**src/rtl/bus_xfer_ctrl.sv**
```systemverilog
// bus_xfer_ctrl: drives per-destination bus selectors and load strobes from a small request FIFO.
// Define BUS_XFER_OVERLAP_EN to let disjoint back-to-back transfers skip the DRIVE cycle.
module bus_xfer_ctrl #(
  parameter int NUM_DEST = 11,
  parameter int SEL_W    = 4,
  parameter int DEPTH    = 4
) (
  input  logic                      clk,
  input  logic                      reset_n,
  input  logic                      req_valid,
  output logic                      req_ready,
  input  logic [SEL_W-1:0]          req_src,
  input  logic [NUM_DEST-1:0]       req_dest,
  input  logic                      req_last,
  input  logic                      flush,
  output logic [NUM_DEST*SEL_W-1:0] sel_bus,
  output logic [NUM_DEST-1:0]       load_en,
  output logic                      done,
  output logic                      busy,
  output logic                      err
);
  localparam int AW = $clog2(DEPTH);
  localparam int EW = SEL_W + NUM_DEST + 1;
  localparam logic [SEL_W-1:0] SRC_MAX = SEL_W'(11);
`ifdef BUS_XFER_OVERLAP_EN
  localparam bit OVL_EN = 1'b1;
`else
  localparam bit OVL_EN = 1'b0;
`endif

  typedef enum logic [1:0] {IDLE, DRIVE, LOAD} state_t;

  logic [EW-1:0]             fifo_q [DEPTH];
  logic [AW:0]               wr_ptr_q, rd_ptr_q, fill_cnt, nxt_ptr;
  logic                      empty, full, push, pop;
  logic [SEL_W-1:0]          head_src;
  logic [NUM_DEST-1:0]       head_dest;
  logic                      head_last;
  logic [EW-1:0]             nxt_entry;
  logic                      nxt_unused;
  logic                      head_ok, nxt_ok;

  state_t                    state_q;
  logic [SEL_W-1:0]          cur_src_q;
  logic [NUM_DEST-1:0]       cur_dest_q;
  logic                      cur_last_q;
  logic [NUM_DEST*SEL_W-1:0] sel_q;
  logic [NUM_DEST-1:0]       load_q;
  logic                      done_q, err_q, ovl_q;

  function automatic logic legal(input logic [SEL_W-1:0] src);
    return src <= SRC_MAX;
  endfunction

  function automatic logic [NUM_DEST*SEL_W-1:0] build_sel(input logic [SEL_W-1:0] src,
                                                          input logic [NUM_DEST-1:0] dest);
    logic [NUM_DEST*SEL_W-1:0] s;
    s = '0;
    for (int i = 0; i < NUM_DEST; i++)
      if (dest[i] && legal(src)) s[i*SEL_W +: SEL_W] = src;
    return s;
  endfunction

  assign empty     = (wr_ptr_q == rd_ptr_q);
  assign full      = (wr_ptr_q[AW] != rd_ptr_q[AW]) && (wr_ptr_q[AW-1:0] == rd_ptr_q[AW-1:0]);
  assign fill_cnt  = wr_ptr_q - rd_ptr_q;
  assign req_ready = !full && !flush;
  assign push      = req_valid && req_ready;
  assign pop       = !flush && !empty && (state_q == IDLE || state_q == LOAD);
  assign {head_src, head_dest, head_last} = fifo_q[rd_ptr_q[AW-1:0]];

  // Overlap candidates: the head while a transfer moves into LOAD, and the entry behind it.
  assign nxt_ptr    = rd_ptr_q + 1'b1;
  assign nxt_entry  = fifo_q[nxt_ptr[AW-1:0]];
  assign nxt_unused = nxt_entry[0];
  assign head_ok    = OVL_EN && !empty && legal(head_src) && ((head_dest & cur_dest_q) == '0);
  assign nxt_ok     = OVL_EN && (fill_cnt >= (AW+1)'(2)) && legal(nxt_entry[EW-1 -: SEL_W])
                      && ((nxt_entry[NUM_DEST:1] & head_dest) == '0);

  always_ff @(posedge clk) begin
    if (push) fifo_q[wr_ptr_q[AW-1:0]] <= {req_src, req_dest, req_last};
  end

  always_ff @(posedge clk or negedge reset_n) begin
    if (!reset_n) begin
      wr_ptr_q <= '0;
      rd_ptr_q <= '0;
    end else if (flush) begin
      rd_ptr_q <= wr_ptr_q;
    end else begin
      if (push) wr_ptr_q <= wr_ptr_q + 1'b1;
      if (pop)  rd_ptr_q <= rd_ptr_q + 1'b1;
    end
  end

  always_ff @(posedge clk or negedge reset_n) begin
    if (!reset_n) begin
      state_q    <= IDLE;
      cur_src_q  <= '0;
      cur_dest_q <= '0;
      cur_last_q <= 1'b0;
      sel_q      <= '0;
      load_q     <= '0;
      done_q     <= 1'b0;
      err_q      <= 1'b0;
      ovl_q      <= 1'b0;
    end else if (flush) begin
      state_q <= IDLE;
      sel_q   <= '0;
      load_q  <= '0;
      done_q  <= 1'b0;
      ovl_q   <= 1'b0;
    end else begin
      load_q <= '0;
      done_q <= 1'b0;
      case (state_q)
        IDLE: begin
          if (pop) begin
            state_q    <= DRIVE;
            cur_src_q  <= head_src;
            cur_dest_q <= head_dest;
            cur_last_q <= head_last;
            sel_q      <= build_sel(head_src, head_dest);
            err_q      <= err_q | !legal(head_src);
          end
        end
        DRIVE: begin
          state_q <= LOAD;
          load_q  <= legal(cur_src_q) ? cur_dest_q : '0;
          done_q  <= cur_last_q;
          ovl_q   <= head_ok;
          if (head_ok) sel_q <= sel_q | build_sel(head_src, head_dest);
        end
        LOAD: begin
          if (pop && ovl_q) begin
            // Head selectors were already on the bus this cycle, so it can load next.
            state_q    <= LOAD;
            cur_src_q  <= head_src;
            cur_dest_q <= head_dest;
            cur_last_q <= head_last;
            load_q     <= head_dest;
            done_q     <= head_last;
            ovl_q      <= nxt_ok;
            sel_q      <= build_sel(head_src, head_dest)
                          | (nxt_ok ? build_sel(nxt_entry[EW-1 -: SEL_W], nxt_entry[NUM_DEST:1]) : '0);
          end else if (pop) begin
            state_q    <= DRIVE;
            cur_src_q  <= head_src;
            cur_dest_q <= head_dest;
            cur_last_q <= head_last;
            sel_q      <= build_sel(head_src, head_dest);
            err_q      <= err_q | !legal(head_src);
            ovl_q      <= 1'b0;
          end else begin
            state_q <= IDLE;
            sel_q   <= '0;
            ovl_q   <= 1'b0;
          end
        end
        default: state_q <= IDLE;
      endcase
    end
  end

  assign sel_bus = sel_q;
  assign load_en = load_q;
  assign done    = done_q;
  assign err     = err_q;
  assign busy    = (state_q != IDLE) || !empty;

endmodule
```
**config.mk**
```make
export PLATFORM = sky130hd
export DESIGN_NAME = bus_xfer_ctrl
export DESIGN_NICKNAME = d
export VERILOG_FILES = /design/src/rtl/bus_xfer_ctrl.sv
export SDC_FILE = /design/constraint.sdc
export NUM_CORES = 1
export LEC_CHECK = 0
export CORE_UTILIZATION = 35
export CTS_BUF_LIST = sky130_fd_sc_hd__clkbuf_8
export DETAILED_ROUTE_END_ITERATION = 10
export PLACE_DENSITY = 0.66
export SLEW_MARGIN = 5
export SYNTH_ARGS = -nofsm -noshare
export SYNTH_HDL_FRONTEND = slang
export SYNTH_SLANG_ARGS = --single-unit
```
**constraint.sdc**
```tcl
create_clock -name clk -period 3.7 [get_ports clk]
set_clock_uncertainty 0.1 [all_clocks]
set_input_delay 0.37 -clock clk [delete_from_list [all_inputs] [get_ports clk]]
set_output_delay 0.37 -clock clk [all_outputs]
set_load 0.1 [all_outputs]
```
Yosys cells after proc, flatten, opt, wreduce, memory -nomap -nowiden. Memory sizes are Yosys's and may differ from the RTL's. Index checks and enable logic that the tools add are counted.

Equal/unequal tests: 7. Reductions and logical operators: 34. $add $sub $neg: 2. Shifts and indexed selects: 0. Multiplexer cells: 46. $mul: 0. Divide/modulo/power cells: 0. $lt $le $gt $ge: 2. Bitwise gates (word level): 2.

Operators by type and width (number): 2-to-1 mux 44 bit (4); one-hot mux 44 bit (2 select lines) (1); 2-to-1 mux 11 bit (5); 2-to-1 mux 4 bit (13); one-hot mux 11 bit (2 select lines) (2); logical AND 1 bit (17); 2-to-1 mux 1 bit (11); less-or-equal comparator 4 bit (second input constant) (2); one-hot mux 4 bit (2 select lines) (1); nonzero test 2 bit (4); adder 3 x 1 -> 3 bit (second input constant) (2); 2-to-1 mux 2 bit (3); 2-to-1 mux 3 bit (2); one-hot mux 1 bit (2 select lines) (3); one-hot mux 2 bit (3 select lines) (1); AND reduction 2 bit (3); zero test 1 bit (4); == test 3 bit (1); inequality test 3 bit (second input constant) (1); AND reduction 3 bit (1); nonzero test 3 bit (1); == test 2 x 1 -> 1 bit (second input constant) (1); == test 2 bit (1); == test 2 bit (second input constant) (1); 7 further kinds (8).

Output and inout port bits: 59. Input port bits: 20. Bits in latches: 0. ROM bits: 0. Logic and storage cells: 105. Memories: 1. Register bits: 82. RAM bits: 64.

Memories: fifo_q (words 4, width 16, rd ports 1, clocked after memory_dff 0, write ports 1, RTL line 33) `logic [EW-1:0] fifo_q [DEPTH];`.

Depth between registers and ports, before layout. Gate-level depths: netlist of the first run.

Depth in word-level cells: 8. Gate-level depth with buffers: 6. Depth with buffers taken out: 4.

Least setup slack after synthesis of the first run. Ideal clock, no wire load.

Path type: register to output. Start: reg rd_ptr_q[0]. End: out req_ready. Cell stages (with the launch flop): 4. Data arrival time: 2.556 ns. Path slack: 0.674 ns. Buffers on the path: 1. Data required time: 3.230 ns. Path through: dfrtp_1 buf_6 xnor2_2 a31oi_1.

Longest elaborated chain between the ends: 4.

RTL lines: start: declaration (RTL line 34) `logic [AW:0] wr_ptr_q, rd_ptr_q, fill_cnt, nxt_ptr;`; start signal: assignment (RTL line 89) `rd_ptr_q <= wr_ptr_q;`; start signal: assignment (RTL line 92) `if (pop) rd_ptr_q <= rd_ptr_q + 1'b1;`; == test 2 bit (RTL line 65) `assign full = (wr_ptr_q[AW] != rd_ptr_q[AW]) && (wr_ptr_q[AW-1:0] == rd_ptr_q[AW-1:0]);`; logical AND 1 bit (RTL line 65); zero test 1 bit (RTL line 67) `assign req_ready = !full && !flush;`; logical AND 1 bit (RTL line 67); end: declaration (RTL line 11) `output logic req_ready,`.

Every way passes these cells.

Final worst setup path of the first run. Same ends and word-level chain as after synthesis.

==> impl_metrics.yaml, run 1 <==
route:
  drc: 0
  number_of_drc_violations_after_detailed_routing_iteration_0: 222
  wl_met2_mm: 5.587
  dr_total_vias: 3429
  route.top_layer_used: "met4"
  routed_wirelength_mm: 11.88
  drt_first_pass_iters: 4
  met3_wirelength_um: 647
  wl_met1_mm: 5.443
  vias_per_cell: 4.955
  drt.antenna.violating_nets: 0
  routedWlPerCell_um: 17.16
setup_path:
  r2r-start: "rd_ptr_q[0]"
  cp-start-kind: "flop"
  reg2reg_slack_ns: 1.17
  worstPathRequired_ns: 3.23
  critPathCaptureType: "primary output"
  crit_path_max_fanout: 15
  critPathKind: "flop to primary output"
  worst-endpoint-arrival_ns: 2.28
  cp-startpoint: "rd_ptr_q[0]"
outcome:
  run_status: "finished with violations"
  violations: "negative hold slack"
grt:
  grt_max_degree: 80
  grt_first_pass_wirelength_mm: 19.06
  grt_util_all_layers_pct: 14.32
  via_count_of_the_first_global_routing_pass: 3527
  antenna_found_initial: 0
  globalRouteOverflowTotal: 0
clocking:
  cts_tree: "yes"
  cts_resized: 0
  cts.path.max_buffers: 2
  clock_tree.root_cell: "sky130_fd_sc_hd__clkbuf_8"
  cts_buffers: 17
  clock_sinks: 143
  clock_insertion_delay_worst_skew_ns: 0.43
  number_of_levels_in_the_clock_h_tree: 4
  holdBufCountCts: 0
  clk_pin_slew_worst_paths_ns: 0.07
  post-cts-setup-buffer-count: 0
placed_design:
  dp_hpwl_mm: 7.978
  io_buffers: 78
  gp_routability_congestion: 0.7671
sta:
  min_tclk_post_route_ns: 2.746
  timing.final.setup_violations: 0
  max_freq_mhz: 364.2
  final.period_utilization_pct: 74.22
  grt_setup_unrepaired: "no"
  finalHoldViolations: 12
  setup_total_negative_slack_ns: 0
  drv_slew: 0
  maxSlewHeadroom_pct: 28.18
  max_slew.worst_pin.slew_ns: 1.068
  timing.hold.ws_ns: -0.009343
synth:
  post_synthesis_compound_gate_area_fraction_pct: 13.03
  synth-edff-count: 64
  yosys_register_bits: 143
  yosys-mux-area-fraction_pct: 10.66
  synth_top_cell_area_share_pct: 33.14
  synth.avg_cell_area_um2: 15.91
  yosys_warnings: 0
  synth_top_family_by_area: "compound AO/OA/AOI/OAI gates"
  synth.top_cells.by_area: "sky130_fd_sc_hd__dfrtp_1 (33%), sky130_fd_sc_hd__edfxtp_1 (32%), sky130_fd_sc_hd__mux4_2 (5.3%)"
  async_flop_share_pct: 55.24
  yosys.cell_types.count: 44
  synth.cell_area_mm2: 0.005964
  synthSimpleGateAreaFrac_pct: 3.063
  synth_sequential_area_ratio_pct: 65.37
  yosysTopAreaCell: "sky130_fd_sc_hd__dfrtp_1"
  post_synth_xor_area_fraction_pct: 1.280
  top_reg_cell_synth: "sky130_fd_sc_hd__dfrtp_1"
  synthesis.instances: 375
  synthesis.nets: 400
  synth-adder-area-share_pct: 1.049
cells_and_area:
  layout.cells.most_common_list: "sky130_fd_sc_hd__dfrtp_1 (79), sky130_fd_sc_hd__clkdlybuf4s50_1 (75), sky130_fd_sc_hd__edfxtp_1 (64)"
  final_layout_size_suffix_gt1_share_pct: 19.28
  num_antenna_cells: 0
  fillerInstances: 1500
  flow.area_growth_from_synthesis_pct: 22.59
  final_common_cell: "sky130_fd_sc_hd__dfrtp_1"
  final_net_count: 484
floorplanning:
  io-pin-count: 79
  design.core.area_mm2: 0.01658
  fp.dieW_um: 132.5
  dieArea_mm2: 0.01757
  initial_core_util_pct: 35.97
  die_height_um: 132.5
  row_count: 47
hold_path:
  hp-class: "primary input to asynchronous set/reset pin"
flow_run:
  count_of_max_cap_constraint_violations: 0
==> Yosys cell counts (2+ instances only) <==
| cell type | instances |
|---|---|
| sky130_fd_sc_hd__dfrtp_1 | 79 |
| sky130_fd_sc_hd__edfxtp_1 | 64 |
| sky130_fd_sc_hd__inv_1 | 53 |
| sky130_fd_sc_hd__o32ai_1 | 30 |
| sky130_fd_sc_hd__and2_1 | 16 |
| sky130_fd_sc_hd__mux4_2 | 14 |
| sky130_fd_sc_hd__o32ai_2 | 14 |
| sky130_fd_sc_hd__a21bo_2 | 8 |
| sky130_fd_sc_hd__buf_2 | 8 |
| sky130_fd_sc_hd__mux2_1 | 8 |
| sky130_fd_sc_hd__mux2i_1 | 8 |
| sky130_fd_sc_hd__mux2_4 | 7 |
| sky130_fd_sc_hd__clkbuf_1 | 6 |
| sky130_fd_sc_hd__ha_1 | 5 |
| sky130_fd_sc_hd__nor2_1 | 5 |
| sky130_fd_sc_hd__mux2_2 | 4 |
| sky130_fd_sc_hd__a21bo_1 | 3 |
| sky130_fd_sc_hd__buf_4 | 3 |
| sky130_fd_sc_hd__nand2_1 | 3 |
| sky130_fd_sc_hd__nand2b_1 | 3 |
| sky130_fd_sc_hd__o211ai_1 | 3 |
| sky130_fd_sc_hd__o311ai_0 | 3 |
| sky130_fd_sc_hd__xnor2_1 | 3 |
| sky130_fd_sc_hd__a31oi_1 | 2 |
| sky130_fd_sc_hd__buf_6 | 2 |
| sky130_fd_sc_hd__nor2b_1 | 2 |
| sky130_fd_sc_hd__xor2_1 | 2 |
==> layout make-up <==
cell class | count | area, um2 | area share [%]
sequential | 143 | 3899 | 53.32
multi-input combinational | 157 | 1745 | 23.87
timing repair buffer | 86 | 833.3 | 11.40
clock buffer | 20 | 275.3 | 3.765
tap | 220 | 275.3 | 3.765
inverter | 54 | 205.2 | 2.806
clock inverter | 12 | 78.83 | 1.078
==> cells by family (layout without fill, tap and decap cells) <==
| family | after synthesis | in the layout |
|---|---|---|
| muxes | 41 | 41 |
| DFF | 143 | 143 |
| xor gates and xnor gates | 7 | 7 |
| buffers and inverters | 75 | 172 |
| adders and majority gates | 5 | 5 |
| AOI/OAI and AO/OA | 72 | 72 |
| and+or+nand+nor | 32 | 32 |
==> flip-flops by register name, indices dropped and copies added, names as in the netlist <==
signal,flops
cur_last_q,1
cur_dest_q,11
rd_ptr_q,3
wr_ptr_q,3
sel_bus,44
done,1
err,1
cur_src_q,2
state_q,2
fifo_q,64
load_en,11
==> per-stage QoR <==
step	setup slack [ns]	instance area [um2]	util, %	hold slack [ns]	cells
final	0.9539	7312	44.09	-0.009343	692
after global routing	0.7396	7312	44.09	0.07086	692
after CTS	0.8805	7312	44.09	0.01591	692
after detailed placement	0.9066	6958	41.96	0.3605	660
after global placement	1.007	6958	41.96	0.3549	660
after floorplan	0.6745	5964	-	-0.02559	375
==> critical path: stages, from the launching register on <==
cell	delay [ns]
sky130_fd_sc_hd__dfrtp_1	0.88
sky130_fd_sc_hd__xnor2_2	0.30
sky130_fd_sc_hd__a31oi_1	0.31
sky130_fd_sc_hd__buf_4	0.34
==> layer usage <==
metal | up-vias | track usage (%)
met3 | 16 | 3.946
met1 | 1756 | 19.63
li1 | 1564 | -
met4 | 0 | 5.428
met5 | - | 0
met2 | 93 | 21.67
==> path summary, 6_finish.rpt <==
check	end	depth (start not counted)
worst min-delay path	sel_bus[41]	1
worst max-delay path	req_ready	3
min in group clk	err	1
worst min register to register	err	1
worst max register to register	fifo_q[1][6]	4
max in group asynchronous	sel_bus[14]	1
Power of run 1 is left out: the tool's default activity adds up to more than one toggle a clock period on the data nets, which glitch-free logic cannot reach.
==> inputs of run 2 (changes only) <==
- PLACE_DENSITY: 0.66 -> 0.68
- clock period: 3.7 -> 2.26 ns (I/O delays scaled with it)
==> impl_metrics.yaml, run 2 (synthesis results as in run 1) <==
outcome:
  run_status: "complete, no violations"
setup_path:
  crit_path_max_fanout: 8
  worst_path_dominant_cell_family: "XOR/XNOR gates"
  r2r_end: "fifo_q[0][15]"
  cp-start-kind: "flop"
  critPathKind: "flop to primary output"
  cp.buffers_inverters: 1
  worst-endpoint-arrival_ns: 1.85
  critPathCaptureType: "primary output"
  ff2ff_path_depth: 6
  r2r-start: "rd_ptr_q[0]"
  cp_cell_sequence: "xor2_2 > a31oi_2 > buf_12"
  worstPathRequired_ns: 1.93
  path_depth: 3
  critical-path-max-stage-delay_ns: 0.51
  worst_path_max_delay_cell: "sky130_fd_sc_hd__xor2_2"
  reg2reg_slack_ns: 0.12
route:
  dr_total_vias: 3460
  drt_first_pass_iters: 4
  drt.antenna.violating_nets: 0
  routed_wirelength_mm: 12.14
  number_of_drc_violations_after_detailed_routing_iteration_0: 204
  drc: 0
  vias_per_cell: 4.936
  routedWlPerCell_um: 17.32
sta:
  max_slew.worst_pin.slew_ns: 0.5514
  final.period_utilization_pct: 96.24
  timing.final.setup_violations: 0
  min_tclk_post_route_ns: 2.175
  grt_setup_unrepaired: "yes"
  drv_slew: 0
  finalHoldViolations: 0
  maxSlewHeadroom_pct: 63.21
  max_freq_mhz: 459.7
cells_and_area:
  flow.area_growth_from_synthesis_pct: 25.01
  final_net_count: 493
  final_cells: 701
  fillerInstances: 1484
  final_layout_size_suffix_gt1_share_pct: 34.30
  layout.cells.most_common_list: "sky130_fd_sc_hd__dfrtp_1 (77), sky130_fd_sc_hd__edfxtp_1 (64), sky130_fd_sc_hd__buf_4 (64)"
  final_common_cell: "sky130_fd_sc_hd__dfrtp_1"
  area_of_all_sequential_standard_cells_mm2: 0.003901
  num_antenna_cells: 0
  largest_reg_flops: 64
  final_core_utilization_pct: 44.96
  multi_input_area_mm2: 0.001782
clocking:
  clk_pin_slew_worst_paths_ns: 0.08
  clock_tree.root_cell: "sky130_fd_sc_hd__clkbuf_8"
  clock_sinks: 143
  cts_buffers: 17
  cts_tree: "yes"
  number_of_levels_in_the_clock_h_tree: 4
  clock_insertion_delay_worst_skew_ns: 0.45
  cts.path.max_buffers: 2
floorplanning:
  row_count: 47
  fp.dieW_um: 132.5
  die_height_um: 132.5
  initial_core_util_pct: 35.97
  design.core.area_mm2: 0.01658
  dieArea_mm2: 0.01757
  io-pin-count: 79
flow_run:
  count_of_max_cap_constraint_violations: 0
grt:
  globalRouteOverflowTotal: 0
  via_count_of_the_first_global_routing_pass: 3492
  grt_max_degree: 45
  grt_first_pass_wirelength_mm: 19.00
  antenna_found_initial: 0
  grt_util_all_layers_pct: 14.45
placed_design:
  io_buffers: 78
  dp_hpwl_mm: 8.333
  dp.cells: 666
  gp_routability_congestion: 0.7427
hold_path:
  hp-class: "primary input to asynchronous set/reset pin"
==> run 2: worst max-delay path by stage <==
stage	start	to	slack [ns]
detailed placement	rd_ptr_q[0]	fifo_q[0][8]	0.14
CTS	rd_ptr_q[1]	busy	0.004
global route	rd_ptr_q[2]	req_ready	-0.02
floorplan	rd_ptr_q[0]	wr_ptr_q[2]	0.009
finish	rd_ptr_q[2]	req_ready	0.08
global placement	rd_ptr_q[0]	fifo_q[2][13]	0.18
==> run 2: cell type report <==
class	instances	area share, %
timing repair buffer	95	12.10
clock buffer	17	3.138
tap	220	3.692
clock inverter	15	2.098
multi-input combinational	157	23.90
sequential	143	52.32
inverter	54	2.752
==> run 2: repair_timing <==
action	CTS	global route
setup endpoints to repair	2	2
hold endpoints to repair	38	0
hold buffers	1	0
setup buffers	0	2
gates resized for setup	2	2
pin swaps	1	4
==> run 2: routing by layer <==
| metal | vias up | share of wire [%] | track usage, % |
|---|---|---|---|
| met2 | 108 | 48 | 22.66 |
| li1 | 1585 | - | - |
| met1 | 1749 | 45 | 18.93 |
| met5 | - | 0 | 0 |
| met4 | 0 | 1.8 | 5.683 |
| met3 | 18 | 4.7 | 4.138 |
==> run 2: metrics by stage <==
stage               cell area, um2  hold WS (ns)  setup TNS (ns)  setup slack [ns]
floorplan                     5989       -0.1696               0          0.009314
global placement              7023        0.1331               0            0.1781
detailed placement            7023        0.1387               0            0.1376
CTS                           7436        0.1812               0          0.004339
global route                  7456        0.2224        -0.01915          -0.01585
finish                        7456        0.1967               0           0.08487
Power of run 2 is left out for the same reason.
==> inputs of run 3 (changes only) <==
- SLEW_MARGIN: 5 -> 20
==> results of run 3 <==
The final DEF is identical to that of run 2; final timing and power are the same.
Power of run 3 is left out for the same reason.
